<file path="src/rtl/fir_pkg.sv">
// Shared definitions for the FIR front-end stream blocks: FSM states and
// the beat-counter sizing helper.
package fir_pkg;

    typedef enum logic {
        ST_COLLECT = 1'b0,
        ST_HOLD    = 1'b1
    } state_t;

    // Counter width for a given beat count; never narrower than one bit.
    function automatic int cnt_width(input int beats);
        return (beats > 2) ? $clog2(beats) : 1;
    endfunction

endpackage

</file>
<file path="src/rtl/stream_hold_reg.sv">
// Single-entry valid/ready output register. Reports "free" when it is empty
// or is being drained this cycle, so a new word may load without a bubble.
module stream_hold_reg #(
    parameter int W = 24
) (
    input  logic         i_clk,
    input  logic         i_rst,
    input  logic         i_en,
    input  logic         i_load,
    input  logic [W-1:0] iv_data,
    input  logic         i_ready,
    output logic [W-1:0] ov_data,
    output logic         o_valid,
    output logic         o_free
);

    logic w_consume;

    assign w_consume = o_valid && i_ready && i_en;
    assign o_free    = !o_valid || w_consume;

    always_ff @(posedge i_clk) begin
        if (i_rst) begin
            ov_data <= '0;
            o_valid <= 1'b0;
        end else if (i_en) begin
            if (i_load) begin
                ov_data <= iv_data;
                o_valid <= 1'b1;
            end else if (w_consume) begin
                o_valid <= 1'b0;
            end
        end
    end

endmodule

</file>
<file path="src/rtl/deserializer_stream.sv">
// Serial-to-parallel converter: packs LANES-bit beats into WORD_W-bit words
// and hands them to the FIR input through a single-entry holding register.
module deserializer_stream
    import fir_pkg::*;
#(
    parameter int WORD_W    = 24,
    parameter int LANES     = 1,
    parameter int MSB_FIRST = 0
) (
    input  logic              i_clk,
    input  logic              i_rst,
    input  logic              i_en,
    input  logic              i_clr,
    input  logic [LANES-1:0]  iv_din,
    input  logic              i_din_valid,
    output logic              o_din_ready,
    output logic [WORD_W-1:0] ov_dout,
    output logic              o_dout_valid,
    input  logic              i_dout_ready,
    output logic              o_partial
);

    localparam int BEATS = WORD_W / LANES;
    localparam int CNT_W = cnt_width(BEATS);
    localparam logic [CNT_W-1:0]  LAST_CNT   = CNT_W'(BEATS - 1);
    localparam logic [WORD_W-1:0] FIELD_MASK = WORD_W'((1 << LANES) - 1);

    state_t            r_state;
    logic [CNT_W-1:0]  r_cnt;
    logic [WORD_W-1:0] r_shift;

    logic [CNT_W-1:0]  w_pos;
    logic [WORD_W-1:0] w_word;
    logic [WORD_W-1:0] w_load_data;
    logic              w_accept;
    logic              w_last;
    logic              w_free;
    logic              w_load;
    int                w_shamt;

    assign o_din_ready = !i_rst && i_en && (r_state == ST_COLLECT);
    assign w_accept    = i_din_valid && o_din_ready;
    assign w_last      = (r_cnt == LAST_CNT);
    assign w_pos       = (MSB_FIRST != 0) ? (LAST_CNT - r_cnt) : r_cnt;
    assign o_partial   = (r_state == ST_HOLD) || (r_cnt != '0);

    // Current shift contents with this cycle's beat dropped into its field.
    always_comb begin
        w_shamt = int'(w_pos) * LANES;
        w_word  = (r_shift & ~(FIELD_MASK << w_shamt))
                | (WORD_W'(iv_din) << w_shamt);
    end

    always_comb begin
        w_load      = 1'b0;
        w_load_data = w_word;
        if (!i_rst && i_en && !i_clr && w_free) begin
            if (r_state == ST_COLLECT) begin
                w_load = w_accept && w_last;
            end else begin
                w_load      = 1'b1;
                w_load_data = r_shift;
            end
        end
    end

    always_ff @(posedge i_clk) begin
        if (i_rst) begin
            r_state <= ST_COLLECT;
            r_cnt   <= '0;
            r_shift <= '0;
        end else if (i_en) begin
            case (r_state)
                ST_COLLECT: begin
                    if (i_clr) begin
                        r_cnt   <= '0;
                        r_shift <= '0;
                    end else if (w_accept) begin
                        if (w_last) begin
                            r_cnt <= '0;
                            if (w_free) begin
                                r_shift <= '0;
                            end else begin
                                r_shift <= w_word;
                                r_state <= ST_HOLD;
                            end
                        end else begin
                            r_cnt   <= r_cnt + CNT_W'(1);
                            r_shift <= w_word;
                        end
                    end
                end
                ST_HOLD: begin
                    // Either a clear or a drained output frees the shift register.
                    if (i_clr || w_free) begin
                        r_shift <= '0;
                        r_state <= ST_COLLECT;
                    end
                end
                default: r_state <= ST_COLLECT;
            endcase
        end
    end

    stream_hold_reg #(
        .W(WORD_W)
    ) u_hold (
        .i_clk   (i_clk),
        .i_rst   (i_rst),
        .i_en    (i_en),
        .i_load  (w_load),
        .iv_data (w_load_data),
        .i_ready (i_dout_ready),
        .ov_data (ov_dout),
        .o_valid (o_dout_valid),
        .o_free  (w_free)
    );

endmodule

</file>
<file path="config.mk">
export PLATFORM = sky130hd
export DESIGN_NAME = deserializer_stream
export DESIGN_NICKNAME = d
export VERILOG_FILES = /design/src/rtl/fir_pkg.sv /design/src/rtl/stream_hold_reg.sv /design/src/rtl/deserializer_stream.sv
export SDC_FILE = /design/constraint.sdc
export NUM_CORES = 1
export LEC_CHECK = 0
export CELL_PAD_IN_SITES_DETAIL_PLACEMENT = 0
export CELL_PAD_IN_SITES_GLOBAL_PLACEMENT = 1
export CORE_MARGIN = 3
export CORE_UTILIZATION = 25
export DETAILED_ROUTE_END_ITERATION = 7
export PLACE_DENSITY = 0.61
export SLEW_MARGIN = 30
export SYNTH_ARGS = -nofsm -noshare
export SYNTH_HDL_FRONTEND = slang
export SYNTH_HIERARCHICAL = 1
export SYNTH_SLANG_ARGS = --single-unit
</file>
<file path="constraint.sdc">
create_clock -name i_clk -period 1.9 [get_ports i_clk]
set_input_delay 0.285 -clock i_clk [delete_from_list [all_inputs] [get_ports i_clk]]
set_output_delay 0.285 -clock i_clk [all_outputs]
set_load 0.01 [all_outputs]
</file>
==> run summary <==
outcome -> finished, final reports clean
RSZ-0062 raised after global routing -> true
most used cell along the critical path -> buf_4
Yosys reg bits -> 55
die area -> 14000 um^2
Reg clk slew, reported paths -> 0.07 ns
combinational cell fraction of total power -> 0.111
Yosys cell types -> 48
share of layout cells above drive strength 1 -> 0.204
crit path cell chain -> clkdlybuf4s50_1 > a21bo_4 > nand4bb_1 > buf_4 > buf_4 > a21oi_4 > buf_12 > clkbuf_16 > a21bo_1 > a21oi_1
Final Slew Violations -> 0
Detail Route Antenna Nets -> 0
Sw Share -> 0.248
FILL cells -> 1280
Final setup viols -> 0
clock root buffer -> clkbuf_16
EDFF count, synth -> 0
total of max-cap violations -> 0
Initial Utilization -> 0.259
starting DRC count in detailed routing -> 174
Crit. End Element -> register
HPWL after DPL -> 6990 um
IO Pins -> 34
final core utilization -> 0.348
H-tree levels -> 2
Flop pwr share -> 0.487
Reg2Reg Depth -> 9
DR vias -> 3046
final hold violations -> 0
Placer Congestion -> 0.844
residual DRC count -> 0
initial antenna violation count -> 0
Max Root-Sink Buffers -> 2
internal power -> 0.00179 W
area taken by multi-input logic gates -> 1820 um^2
relative slew slack -> 0.613
wire per inst -> 15.7 um
Post-synth ARST share -> 0
ys flop type -> dfxtp_1
crit path launch type -> input pin
CTS tree -> yes
CTS buffer count -> 5
Synth Net Count -> 393
Die H -> 118 um
Tcrit/Tclk final -> 0.959
Max VDD drop -> 0.000306 V
largest net degree at the start of global routing -> 51
area delta synth->final -> 34.5%
Worst EP required -> 2.08 ns
commonest non-fill, non-tap cells in the layout -> dfxtp_1, buf_4, o21ai_0
core box area -> 12200 um^2
CP peak stage delay -> 0.47 ns
Clock Sink Count -> 55
Yosys Warn Count -> 6
most common cell after layout, fill and taps aside -> dfxtp_1
Design Power -> 0.00238 W
Final min period -> 1.82 ns
Detailed Routing Iterations Pass 1 -> 4
hold depth -> 3
pwr dens -> 562 nW/um^2
R2R Setup Slk -> 0.15 ns
crit path kind -> input pin to register
fmax -> 549 MHz
cell area after synthesis -> 3140 um^2
Routed WL -> 9720 um
Final Skew -> 0.00919 ns
IO Port Bufs -> 33
chip width -> 118 um
Antenna diodes -> 0
Post-Synthesis Cells -> 380
number of global-route vias before repair -> 2920
CP max-delay cell -> clkdlybuf4s50_1
row count -> 40
first-pass GRT wire length -> 15600 um
Reg area -> 1100 um^2
Clock Power Share -> 0.402
CP arrival -> 2.00 ns
Clk Latency, worst-skew pair -> 0.30 ns
CP max FO -> 15
Switch Pwr -> 0.000590 W
gr usage total -> 0.138
Seq/Total Area, Yosys -> 0.350
Nets -> 462
LEAKAGE -> 1.47 nW
worst-margin pin slew -> 0.581 ns
syn avg cell area -> 8.27 um^2
Via density -> 4.93
global route overflow -> 0
Worst Hold Class -> input pin to register
-- final timing paths --
path                  start                  to
max reg2reg  u_hold/o_valid  u_hold/ov_data[21]
max            i_dout_ready   u_hold/ov_data[0]
min reg2reg     r_shift[11]         r_shift[11]
min                    i_en      u_hold/o_valid
-- power groups by stage --
stage	sequential, W	clock (W)	combinational (W)
after global routing	0.00116	0.00104	0.000288
final	0.00116	0.000956	0.000264
after detailed placement	0.00119	0	0.000265
after floorplan	0.00119	0	0.000138
after CTS	0.00116	0.000995	0.000263
after global placement	0.00119	0	0.000266
-- metrics by stage --
step	setup WS (ns)	area (um^2)	instances	TNS, ns	hold WS (ns)
floorplan	0.124	3140	380	0	0.425
finish	0.0774	4230	618	0	0.428
global route	-0.00214	4230	618	-0.00338	0.422
detailed placement	-0.315	3990	607	-10.51	0.438
CTS	0.00188	4140	615	0	0.449
global placement	-0.310	3990	607	-9.94	0.437
-- area by class of cell --
| cell class | instances | area share |
|---|---|---|
| tap | 168 | 0.0497 |
| inverter | 22 | 0.0195 |
| clock inverter | 1 | 0.00207 |
| sequential | 55 | 0.260 |
| timing repair buffer | 90 | 0.204 |
| clock buffer | 7 | 0.0337 |
| multi-input combinational | 275 | 0.430 |
-- state kept, by name, indices dropped and copies added, names as in the netlist --
signal and cells:
u_hold/o_valid 1, u_hold/ov_data 24, r_shift 24, r_state 1, r_cnt 5
-- cells in the mapped netlist, types with 2 or more instances --
| master | number | area [um^2] |
|---|---|---|
| and3_1 | 2 | 12.5 |
| a211o_1 | 2 | 17.5 |
| a21bo_1 | 25 | 250 |
| ha_1 | 6 | 75.1 |
| dfxtp_1 | 55 | 1100 |
| nand2_1 | 36 | 135 |
| nor2_1 | 4 | 15.0 |
| buf_6 | 5 | 56.3 |
| clkbuf_1 | 6 | 22.5 |
| buf_4 | 3 | 22.5 |
| a21o_1 | 3 | 22.5 |
| buf_2 | 13 | 65.1 |
| or4_1 | 2 | 15.0 |
| nor2b_1 | 3 | 18.8 |
| a21oi_1 | 33 | 165 |
| and2_1 | 2 | 12.5 |
| o22ai_1 | 2 | 12.5 |
| and3b_1 | 2 | 17.5 |
| a21boi_0 | 3 | 22.5 |
| a221o_1 | 3 | 30.0 |
| nand3_1 | 22 | 110 |
| inv_1 | 21 | 78.8 |
| a22oi_1 | 16 | 120 |
| o31ai_1 | 2 | 15.0 |
| or2_2 | 4 | 25.0 |
| nand3b_1 | 3 | 22.5 |
| o21ai_2 | 2 | 17.5 |
| nor3b_1 | 2 | 15.0 |
| o21ai_0 | 49 | 245 |
| nand3_2 | 10 | 100 |
| o21ai_1 | 4 | 20.0 |
| o32ai_1 | 14 | 123 |
| nor3_1 | 6 | 30.0 |
-- cells by family after synthesis --
group / share of synthesized area
flip-flops: 0.350
adder cells (fa/ha/maj): 0.0239
buffers and inverters: 0.0808
AO/OA/AOI/OAI: 0.349
multiplexers: 0.00676
AND/OR/NAND/NOR: 0.187
XOR/XNOR: 0.00279
-- worst max-delay path, delay by kind of cell --
kind	cells	cell delay (ns)
buffers and inverters	5	1.09
AND/OR/NAND/NOR	1	0.15
AO/OA/AOI/OAI	4	0.45
-- per-layer routing --
metal,vias to the layer above,global-route usage,wire length [um]
li1,1535,-,-
met5,-,0,0
met1,1443,0.195,5020
met3,12,0.0278,419
met4,0,0.0484,153
met2,56,0.207,4130
-- what timing repair did --
action	in CTS	in global routing
resized for setup	4	15
hold buffers	0	0
cloned	0	2
buffers inserted	0	1
endpoints found under the hold margin	0	0
pin swaps	0	1
setup endpoints to repair	3	30
Power figures use the tool's default switching activity.
